[src/rtl/seq_rr_sched.sv]
// Round-robin scheduler that time-shares one 10101 Mealy detector among NCH serial requesters.
// Define SEQ_OVERLAP_EN to let a match continue from "101", so overlapping matches count.
module seq_rr_sched #(
  parameter int NCH  = 4,
  parameter int CNTW = 8
) (
  input  logic            clk,
  input  logic            rst,
  input  logic [NCH-1:0]  req,
  input  logic [NCH-1:0]  xbit,
  output logic [NCH-1:0]  grant,
  output logic            hit,
  output logic [1:0]      hit_id,
  input  logic            clr,
  input  logic [1:0]      cnt_sel,
  output logic [CNTW-1:0] cnt_out
);

  localparam logic [2:0] S0 = 3'd0;
  localparam logic [2:0] S1 = 3'd1;
  localparam logic [2:0] S2 = 3'd2;
  localparam logic [2:0] S3 = 3'd3;
  localparam logic [2:0] S4 = 3'd4;

  logic [1:0]      ptr_q, ptr_d;
  logic [2:0]      st_q  [NCH];
  logic [2:0]      st_d  [NCH];
  logic [CNTW-1:0] cnt_q [NCH];
  logic [CNTW-1:0] cnt_d [NCH];
  logic            hit_q, hit_d;
  logic [1:0]      hit_id_q, hit_id_d;

  logic [1:0] win;
  logic [1:0] idx;
  logic       found;
  logic       consume;
  logic       match;
  logic [2:0] nxt;

  // Returns {match, next_state}; encodings 5-7 fall back to idle.
  function automatic logic [3:0] step(input logic [2:0] s, input logic b);
    logic       m;
    logic [2:0] ns;
    m  = 1'b0;
    ns = S0;
    case (s)
      S0: ns = b ? S1 : S0;
      S1: ns = b ? S1 : S2;
      S2: ns = b ? S3 : S0;
      S3: ns = b ? S1 : S4;
      S4: begin
        if (b) begin
          m = 1'b1;
`ifdef SEQ_OVERLAP_EN
          ns = S3;
`else
          ns = S0;
`endif
        end else begin
          ns = S0;
        end
      end
      default: ns = S0;
    endcase
    return {m, ns};
  endfunction

  // Search ptr+1 .. ptr+NCH; the 2-bit add wraps so the last candidate is ptr itself.
  always_comb begin
    grant = '0;
    win   = ptr_q;
    idx   = ptr_q;
    found = 1'b0;
    for (int k = 1; k <= NCH; k++) begin
      idx = ptr_q + 2'(k);
      if (!found && req[idx]) begin
        found = 1'b1;
        win   = idx;
      end
    end
    if (found && !clr && !rst) grant[win] = 1'b1;
  end

  assign consume = |grant;

  always_comb begin
    st_d     = st_q;
    cnt_d    = cnt_q;
    ptr_d    = ptr_q;
    hit_d    = 1'b0;
    hit_id_d = hit_id_q;
    {match, nxt} = step(st_q[win], xbit[win]);
    if (clr) begin
      for (int i = 0; i < NCH; i++) begin
        st_d[i]  = S0;
        cnt_d[i] = '0;
      end
      ptr_d = 2'(NCH - 1);
    end else if (consume) begin
      st_d[win] = nxt;
      ptr_d     = win;
      if (match) begin
        hit_d    = 1'b1;
        hit_id_d = win;
        if (cnt_q[win] != '1) cnt_d[win] = cnt_q[win] + CNTW'(1);
      end
    end
  end

  always_ff @(posedge clk or posedge rst) begin
    if (rst) begin
      ptr_q    <= 2'(NCH - 1);
      hit_q    <= 1'b0;
      hit_id_q <= 2'd0;
      for (int i = 0; i < NCH; i++) begin
        st_q[i]  <= S0;
        cnt_q[i] <= '0;
      end
    end else begin
      ptr_q    <= ptr_d;
      hit_q    <= hit_d;
      hit_id_q <= hit_id_d;
      st_q     <= st_d;
      cnt_q    <= cnt_d;
    end
  end

  assign hit     = hit_q;
  assign hit_id  = hit_id_q;
  assign cnt_out = cnt_q[cnt_sel];

endmodule

[config.mk]
export PLATFORM = sky130hd
export DESIGN_NAME = seq_rr_sched
export DESIGN_NICKNAME = d
export VERILOG_FILES = /design/src/rtl/seq_rr_sched.sv
export SDC_FILE = /design/constraint.sdc
export NUM_CORES = 1
export LEC_CHECK = 0
export BUFFER_PORTS_ARGS = -buffer_cell sky130_fd_sc_hd__buf_4
export CORE_ASPECT_RATIO = 1.75
export CORE_UTILIZATION = 60
export CTS_CLUSTER_DIAMETER = 80
export DETAILED_ROUTE_END_ITERATION = 10
export PLACE_DENSITY_LB_ADDON = 0.12
export SYNTH_ARGS = -nofsm -noshare
export SYNTH_HDL_FRONTEND = slang
export SYNTH_SLANG_ARGS = --single-unit
[constraint.sdc]
create_clock -name clk -period 4.5 [get_ports clk]
set_clock_uncertainty 0.15 [all_clocks]
set_input_delay 0.9 -clock clk [delete_from_list [all_inputs] [get_ports clk]]
set_output_delay 0.9 -clock clk [all_outputs]
set_load 0.05 [all_outputs]
# After elaboration in Yosys (flattened, before gate mapping)
# Cells that the tools add are included.
# W data, S select, Z words.
[totals]
register_bits = 49
output_inout_bits = 15
wordCells = 105
[classes]
n_addsub = 4
n_lt_le_gt_ge = 9
eq_ne = 5
mux = 54
n_bitwise = 3
n_reduce_logical = 19
[op_table]
columns = ["op", "n"]
rows = [
  ["$mux W32", 4],
  ["$mux W8", 5],
  ["$bmux W8 S2", 2],
  ["$bwmux W32", 1],
  ["$mux W12", 2],
  ["$demux W8 S2", 1],
  ["$mux W1", 16],
  ["$mux W2", 8],
  ["$lt A2 B3 Y1 const B", 5],
  ["$bwmux W12", 1],
  ["$mux W3", 4],
  ["$pmux W3 S4", 1],
  ["$bmux W1 S2", 5],
  ["$add A8 B1 Y8 const B", 1],
  ["$ne A8 B8 Y1 const B", 1],
  ["$logic_and A1 B1 Y1", 7],
  ["$bmux W3 S2", 1],
  ["$demux W3 S2", 1],
  ["$eq A3 B2 Y1 const B", 2],
  ["$ge A3 B3 Y1 const B", 2],
  ["$not A2 Y3", 2],
  ["$reduce_and A3 Y1", 2],
  ["$reduce_bool A2 Y1", 3],
  ["$logic_not A1 Y1", 5],
  ["11 further kinds", 12],
]

# Longest topological paths before layout
# Gate-level depths: netlist (run 1).
[logic_depth]
depth_word = 23
mapped_depth = 12
mapped_depth_nobuf = 9

# Worst setup path after synthesis (run 1)
# OpenSTA, ideal clock, no wires.
[synth_path]
path_type = "input port to output port"
from = "input port req[1]"
to = "output port grant[3]"
t_arrival_ns = 3.327
slack_ns = 0.123
path_stages = 7
path_cell_list = "or3b_1 > o31a_1 > buf_6 > buf_2 > and2_1 > clkbuf_1 > nor3_1"
[synth_via]
elab_chain_cells = 17
[synth_rtl]
columns = ["item", "line_no", "rtl"]
rows = [
  ["from (decl)", "9", "input logic [NCH-1:0] req,"],
  ["$bmux W1 S2", "76", "if (!found && req[idx]) begin"],
  ["$mux W1 (implied by the code)", "76", ""],
  ["$mux W1", "76", ""],
  ["$logic_not A1 Y1", "76", ""],
  ["$logic_and A1 B1 Y1", "76", ""],
  ["$mux W1", "76", ""],
  ["$logic_not A1 Y1", "76", ""],
  ["$logic_and A1 B1 Y1", "76", ""],
  ["$mux W1", "76", ""],
  ["$logic_not A1 Y1", "76", ""],
  ["$logic_and A1 B1 Y1", "76", ""],
  ["$mux W2", "76", ""],
  ["$lt A2 B3 Y1 (implied by the code) / $ge A2 B1 Y1 (equally long branches)", "81", "if (found && !clr && !rst) grant[win] = 1'b1;"],
  ["$logic_and A1 B1 Y1 (implied by the code)", "81", ""],
  ["$mux W1 (implied by the code)", "81", ""],
  ["$demux W1 S2", "81", ""],
  ["$mux W4 (*)", "81", ""],
  ["to (decl)", "11", "output logic [NCH-1:0] grant,"],
]
# Mark *: on every way between the ends. The rest lies on a longest branch, timed or not. The select of a mux whose other input is x is not followed.

# Worst setup path in the final report (run 1)
[layout_path]
from = "input port req[3]"
to = "output port grant[0]"
# Same word-level chain as after synthesis.

==> out/results.txt, run 1 <==
VDD IR max - 0.2157 mV
Lkg Pwr - 1.521 nW
GRT Util Overall - 29.84%
Via count of the first global-routing pass - 2638
Synth Area in Simple Gates - 16.83%
# port buffers - 27
Bufs and invs on worst path - 3
#FFs+latches synth - 49
R2R depth - 9
Worst Hold Class - reg2reg
Router iterations before antenna repair - 4
Period utilization - 86.70%
Finish-stage setup viols - 0
Resize count post-CTS - 0
Initial DRC Count - 119
Slowest cell on the critical path - o31a_1
Share of cells above drive strength 1 - 23.70%
Area leader, netlist - dfrtp_1
Area occupied by multi-input gates - 0.001887 mm²
Cell Pwr Density - 269.8 mW/mm²
Transition time of the tightest slew-check pin - 1.026 ns
Congestion Overflow GR - 0
Post-Synth XOR/XNOR Area - 1.578%
Reg-to-reg slack, setup - 0.91 ns
Max Cap Viol - 0
Delay-heaviest family, CP - simple AND/OR/NAND/NOR gates
Synthesized net count - 335
Largest cells by area after synthesis - dfrtp_1 35%, mux2i_1 12%, nand2b_1 6.4%, a32oi_1 5.8%, mux4_2 5.4%
Worst slew margin - 31.48%
Post-CTS Setup Repair Bufs - 0
Synth Warn # - 0
Hold Path Stages - 2
Kind of critical path - in2out
Total Neg Setup Slack - 0 ns
Critical path depth in cells - 7
Clock-pin slew on the worst setup and hold paths - 0.09 ns
Register area share after synthesis - 36.89%
Die Ht - 100.6 µm
Final Routed Wirelength - 8.015 mm
Flip-flop and latch area - 0.001229 mm²
Full die area - 0.005865 mm²
Number of diodes - 0
Cells after synthesis - 321
Final hold violations - 0
Htree depth - 2
Top cell type's share of synthesized area - 35.31%
CP cell instances - buf_4, nor2_1, o31a_1, and2_1, nand2_1, inv_1, buf_4
Compound-Gate Fraction of Synth Area - 16.75%
Die X - 58.32 µm
CTS tree - done
Final ANT Viol Nets - 0
Avg Inst Size Synth - 10.38 µm²
RSZ-0062 raised after global routing - no
Most used cell, CP - buf_4
Crit path largest cell delay - 0.72 ns
Tot Pwr - 1.013 mW
Vias - 2592
CP Max Fanout - 22
Maximum number of pins on one net before global-route repair - 50
Number of flops mapped to enable cells by yosys - 0
Fmax - 0.2563 GHz
Post-synth ARST share - 100.0%
TritonCTS Buffers - 5
Core footprint - 0.005299 mm²
Hold_buf cts - 0
Crit path DAT - 2.85 ns
Crit path time final - 3.902 ns
Synth Area in Adders - 0.3757%
Nets@finish - 359
Dominant combinational cell family by area after synthesis - multiplexers
Post-DP HPWL - 5.629 mm
CP Data Required Time - 3.45 ns
FILL cells - 420
Status - completed
Ports - 28
Cell Area, Synth - 0.003331 mm²
Top_reg_cell synth - dfrtp_1
Mux cell area share after synthesis - 20.81%
Core Rows - 35
First-pass GRT wire length - 13.17 mm
Synth unique cells - 49
Residual DRC - 0
Initial antenna violation count - 0
Critical Path Sink Type - output pin
Vias per cell - 6.171
Worst-Skew Late Latency - 0.31 ns
Final Max Slew Viols - 0
GPL Wtd Cong - 0.8727
Avg WL per Cell - 19.08 µm
Area grow syn2layout - 12.73%
Root buffer cell - clkbuf_8
Initial core utilization - 62.86%
Sinks on Clock Net - 49
CTS Buffer Depth - 2
Worst setup SP type - input port
## placed cells by master (no fill, tap or decap), types with 2 or more instances in the layout
cell       instances
bufinv_16          2
or3_1              3
dfstp_2            2
nand2_1           12
a211oi_1          22
mux4_2             8
mux2_2             3
o21a_1             2
nor3_2             2
nor3_4             4
inv_2              2
o31ai_1            3
nor3_1             3
nand3_1            2
mux2_4             5
nand3b_1           4
a32oi_1           22
xor2_1             2
inv_1             24
nor2_1             9
nor3b_1            2
mux2i_1           39
xnor2_1            4
nor2b_1            5
dfrtp_1           47
and2_1             2
a21oi_1            4
nand2b_1          34
buf_4             42
clkbuf_8           5
a211o_1            2
o21ai_0            7
## per-stage QoR
| stage | util [%] | setup WS [ns] | std cells | area [µm²] | hold WS [ns] |
|---|---|---|---|---|---|
| after floorplan | - | 0.1233 | 321 | 3331 | 0.3272 |
| after global placement | 68.34 | 0.6056 | 412 | 3621 | 0.3447 |
| after detailed placement | 68.34 | 0.5711 | 412 | 3621 | 0.3562 |
| after CTS | 70.86 | 0.5984 | 420 | 3755 | 0.3796 |
| after global routing | 70.86 | 0.4287 | 420 | 3755 | 0.4014 |
| final | 70.86 | 0.5985 | 420 | 3755 | 0.3793 |
## cell type report
cell class,instances,area share [%]
multi-input cells,221,50.25
repair buffers,42,8.397
clock buffers,5,1.833
inverters,26,2.599
clock inverters,3,1.733
flip-flops and latches,49,32.72
well taps,74,2.466
## tightest hold or removal path: stages, from the launching register on
cell      delay (ns)
dfrtp_1         0.35
nand3b_1        0.08
nand2_1         0.07
## power breakdown
group	leakage (nW)	internal (mW)	switching [mW]	total [mW]
combinational	0.776	0.0579	0.128	0.186
sequential	0.677	0.448	0.00786	0.456
clock	0.0681	0.221	0.150	0.371
## sequential cells by signal, indices dropped and copies added (netlist names)
| signal | flops |
|---|---|
| cnt_q | 32 |
| ptr_q | 2 |
| st_q | 12 |
| hit | 1 |
| hit_id | 2 |
## final timing paths
kind	from	end
setup / recovery	req[3]	grant[0]
hold / removal	st_q[11]	st_q[11]
setup reg to reg	ptr_q[1]	cnt_q[28]
hold reg to reg	st_q[11]	st_q[11]
max in group asynchronous	rst	hit_id[0]
min in group asynchronous	rst	cnt_q[18]
## kinds of logic after synthesis
kind of cell             Yosys count
XOR/XNOR                           6
multiplexers                      56
AND/OR/NAND/NOR                   90
buffers and inverters             51
AO/OA/AOI/OAI                     68
adder cells (fa/ha/maj)            1
flip-flops                        49
## cells in the mapped netlist, drive strengths merged, types with 2 or more instances
library cell / instances
o21ai: 8
clkbuf: 16
nand3: 2
or3: 3
and2: 3
nor2: 9
a211oi: 22
mux2: 8
inv: 26
o21a: 2
nand2: 13
a21oi: 4
nor3b: 2
nor2b: 5
mux4: 8
mux2i: 40
nand2b: 35
xor2: 2
dfstp: 2
o31ai: 3
nand3b: 4
buf: 9
dfrtp: 47
xnor2: 4
nor3: 9
a211o: 2
a32oi: 23
## layer usage
| layer | share of wire (%) | up-vias | global-route usage [%] |
|---|---|---|---|
| met5 | 0 | - | 0 |
| met4 | 2.8 | 0 | 12.09 |
| met3 | 4.6 | 21 | 4.236 |
| met2 | 55 | 88 | 52.96 |
| met1 | 37 | 1271 | 35.45 |
| li1 | - | 1212 | - |
No activity file was read; power rests on OpenSTA's default activity.
==> run 2: changes to the inputs <==
Settings changed: CELL_PAD_IN_SITES_DETAIL_PLACEMENT set to 0, CELL_PAD_IN_SITES_GLOBAL_PLACEMENT set to 1, CORE_UTILIZATION 60 to 48.
==> run 2 against run 1 <==
Critical path depth did not move. Worst setup slack worse by 0.082 ns. Utilization decreased by 14 points. Combinational power is 2% higher. Maximum frequency decreased by 2.1%. Sequential power barely moved. Non-clock buffer count unchanged. First-iteration DRC count up 14%. Total power is 3.4% higher. Register-to-register slack gained 0.16 ns. Clock power increased by 8.1%.
==> out/results.txt, run 2 (synthesized netlist as in run 1, its figures left out) <==
Status - completed
Biggest regs - cnt_q x32, st_q x12
Crit path DAT - 2.93 ns (+0.08 ns)
Worst setup SP type - input port
Reg with most FFs - cnt_q
CP Data Required Time - 3.45 ns (about the same)
FILL cells - 628 (+50%)
Clock-pin slew on the worst setup and hold paths - 0.07 ns (-0.02 ns)
Commonest non-fill, non-tap cell in the layout - dfrtp_1
Max Cap Viol - 0 (unchanged)
Hold_buf cts - 0 (unchanged)
Most frequent cells in the layout - 47 x dfrtp_1, 42 x buf_4, 39 x mux2i_1
Transition time of the tightest slew-check pin - 1.056 ns (+0.02982 ns)
Period utilization - 88.53% (+1.8 points)
VDD IR max - 0.1985 mV (-7.9%)
Worst-Skew Late Latency - 0.29 ns (-0.02 ns)
Cell Pwr Density - 276.5 mW/mm² (+2.5%)
Die X - 64.97 µm (+11%)
First-pass GRT wire length - 13.92 mm (+5.7%)
Initial core utilization - 50.19% (-13 points)
Finish-stage setup viols - 0 (unchanged)
Final Max Slew Viols - 0 (unchanged)
Congestion Overflow GR - 0 (unchanged)
Full die area - 0.007289 mm² (+24%)
Post-DP HPWL - 5.946 mm (+5.6%)
Die Ht - 112.2 µm (+12%)
Area occupied by multi-input gates - 0.001887 mm² (unchanged)
Fmax - 0.2510 GHz (-2.1%)
Router iterations before antenna repair - 4 (unchanged)
Kind of critical path - in2out
Residual DRC - 0 (unchanged)
RSZ-0062 raised after global routing - no
Root buffer cell - clkbuf_16
Maximum number of pins on one net before global-route repair - 50 (unchanged)
Int Power - 0.7433 mW (+2.2%)
Worst slew margin - 29.48% (-2.0 points)
Largest register FFs - 32 (unchanged)
CTS Buffer Depth - 2 (unchanged)
Sequential Power Share - 43.6% (-1.4 points)
Area post-placement - 0.003631 mm² (+0.28%)
Sinks on Clock Net - 49 (unchanged)
Flip-flop and latch area - 0.001229 mm² (unchanged)
Core Rows - 39 (+11%)
Avg WL per Cell - 20.09 µm (+5.3%)
Via count of the first global-routing pass - 2743 (+4.0%)
DP Worst Slack - 0.5012 ns (-0.06996 ns)
Share of cells above drive strength 1 - 23.70% (unchanged)
Final ANT Viol Nets - 0 (unchanged)
Lkg Pwr - 1.532 nW (+0.72%)
Final Routed Wirelength - 8.597 mm (+7.3%)
Sw Ratio - 29.03% (+0.81 points)
Final setup margin - 0.5160 ns (-0.08244 ns)
Nets@finish - 359 (unchanged)
Initial antenna violation count - 0 (unchanged)
Switching pwr - 0.3041 mW (+6.4%)
Vias - 2630 (+1.5%)
Ports - 28 (unchanged)
Final hold violations - 0 (unchanged)
GRT Util Overall - 25.35% (-4.5 points)
Combinational share of power - 18.2% (-0.2 points)
Final cell count without fillers - 428 (+1.9%)
Core footprint - 0.006636 mm² (+25%)
CTS tree - done
Total Neg Setup Slack - 0 ns (unchanged)
Number of diodes - 0 (unchanged)
Area grow syn2layout - 13.75%
Fin area - 0.003789 mm² (+0.90%)
Worst Hold Class - reg2reg
Crit path time final - 3.984 ns (+0.08244 ns)
Initial DRC Count - 136 (+14%)
Resize count post-CTS - 0 (unchanged)
# port buffers - 27 (unchanged)
CP Max Fanout - 15 (-32%)
Hold WS - 0.3753 ns (-0.004017 ns)
GPL Wtd Cong - 0.7904 (-9.4%)
Critical Path Sink Type - output pin
Post-CTS Setup Repair Bufs - 0 (unchanged)
Htree depth - 2 (unchanged)
TritonCTS Buffers - 5 (unchanged)
Post-Place Cells - 420 (+1.9%)
Vias per cell - 6.145 (-0.43%)
Clock power frac - 38.3% (+1.7 points)
## run 2: worst max-delay path: stages
cell and delay, ns:
buf_4 0.14, or3b_1 0.35, o31a_1 0.14, buf_4 0.20, and2_1 0.27, nor3_1 0.60, buf_4 0.32
## run 2: final timing paths
| path | depth (start not counted) | from | slack [ns] | to |
|---|---|---|---|---|
| worst max register to register | 9 | ptr_q[1] | 1.07 | cnt_q[7] |
| worst max-delay path | 7 | req[1] | 0.52 | grant[3] |
| max in group asynchronous | 2 | rst | 2.81 | cnt_q[6] |
| min in group asynchronous | 2 | rst | 0.73 | cnt_q[10] |
| worst min-delay path | 2 | st_q[11] | 0.38 | st_q[11] |
| worst min register to register | 2 | st_q[11] | 0.38 | st_q[11] |
## run 2: metal layers
metal	vias up	share of wire (%)	GRT usage, %
li1	1222	-	-
met1	1312	39	28.91
met2	75	54	44.51
met3	21	3.0	3.760
met4	0	3.6	13.04
met5	-	0	0
## run 2: layout make-up
cell class                 instances  area share, %
multi-input combinational        221          49.80
sequential                        49          32.43
timing repair buffer              42          8.322
clock buffer                       7          4.029
tap                               82          2.708
inverter                          26          2.576
clock inverter                     1         0.1321
## run 2: stage by stage
step	utilization, %	power [mW]
after CTS	57.09	1.055
final	57.09	1.047
after global placement	54.71	0.6529
after global routing	57.09	1.085
after floorplan	-	0.6048
after detailed placement	54.71	0.6550
## run 2: power by group through the flow
| stage | logic [mW] | clock network, mW | registers, mW |
|---|---|---|---|
| 2_1_floorplan | 0.140 | 0 | 0.465 |
| 3_3_place_gp | 0.188 | 0 | 0.465 |
| 3_5_place_dp | 0.190 | 0 | 0.465 |
| 4_1_cts | 0.191 | 0.408 | 0.457 |
| 5_1_grt | 0.204 | 0.423 | 0.457 |
| 6_report | 0.190 | 0.401 | 0.457 |
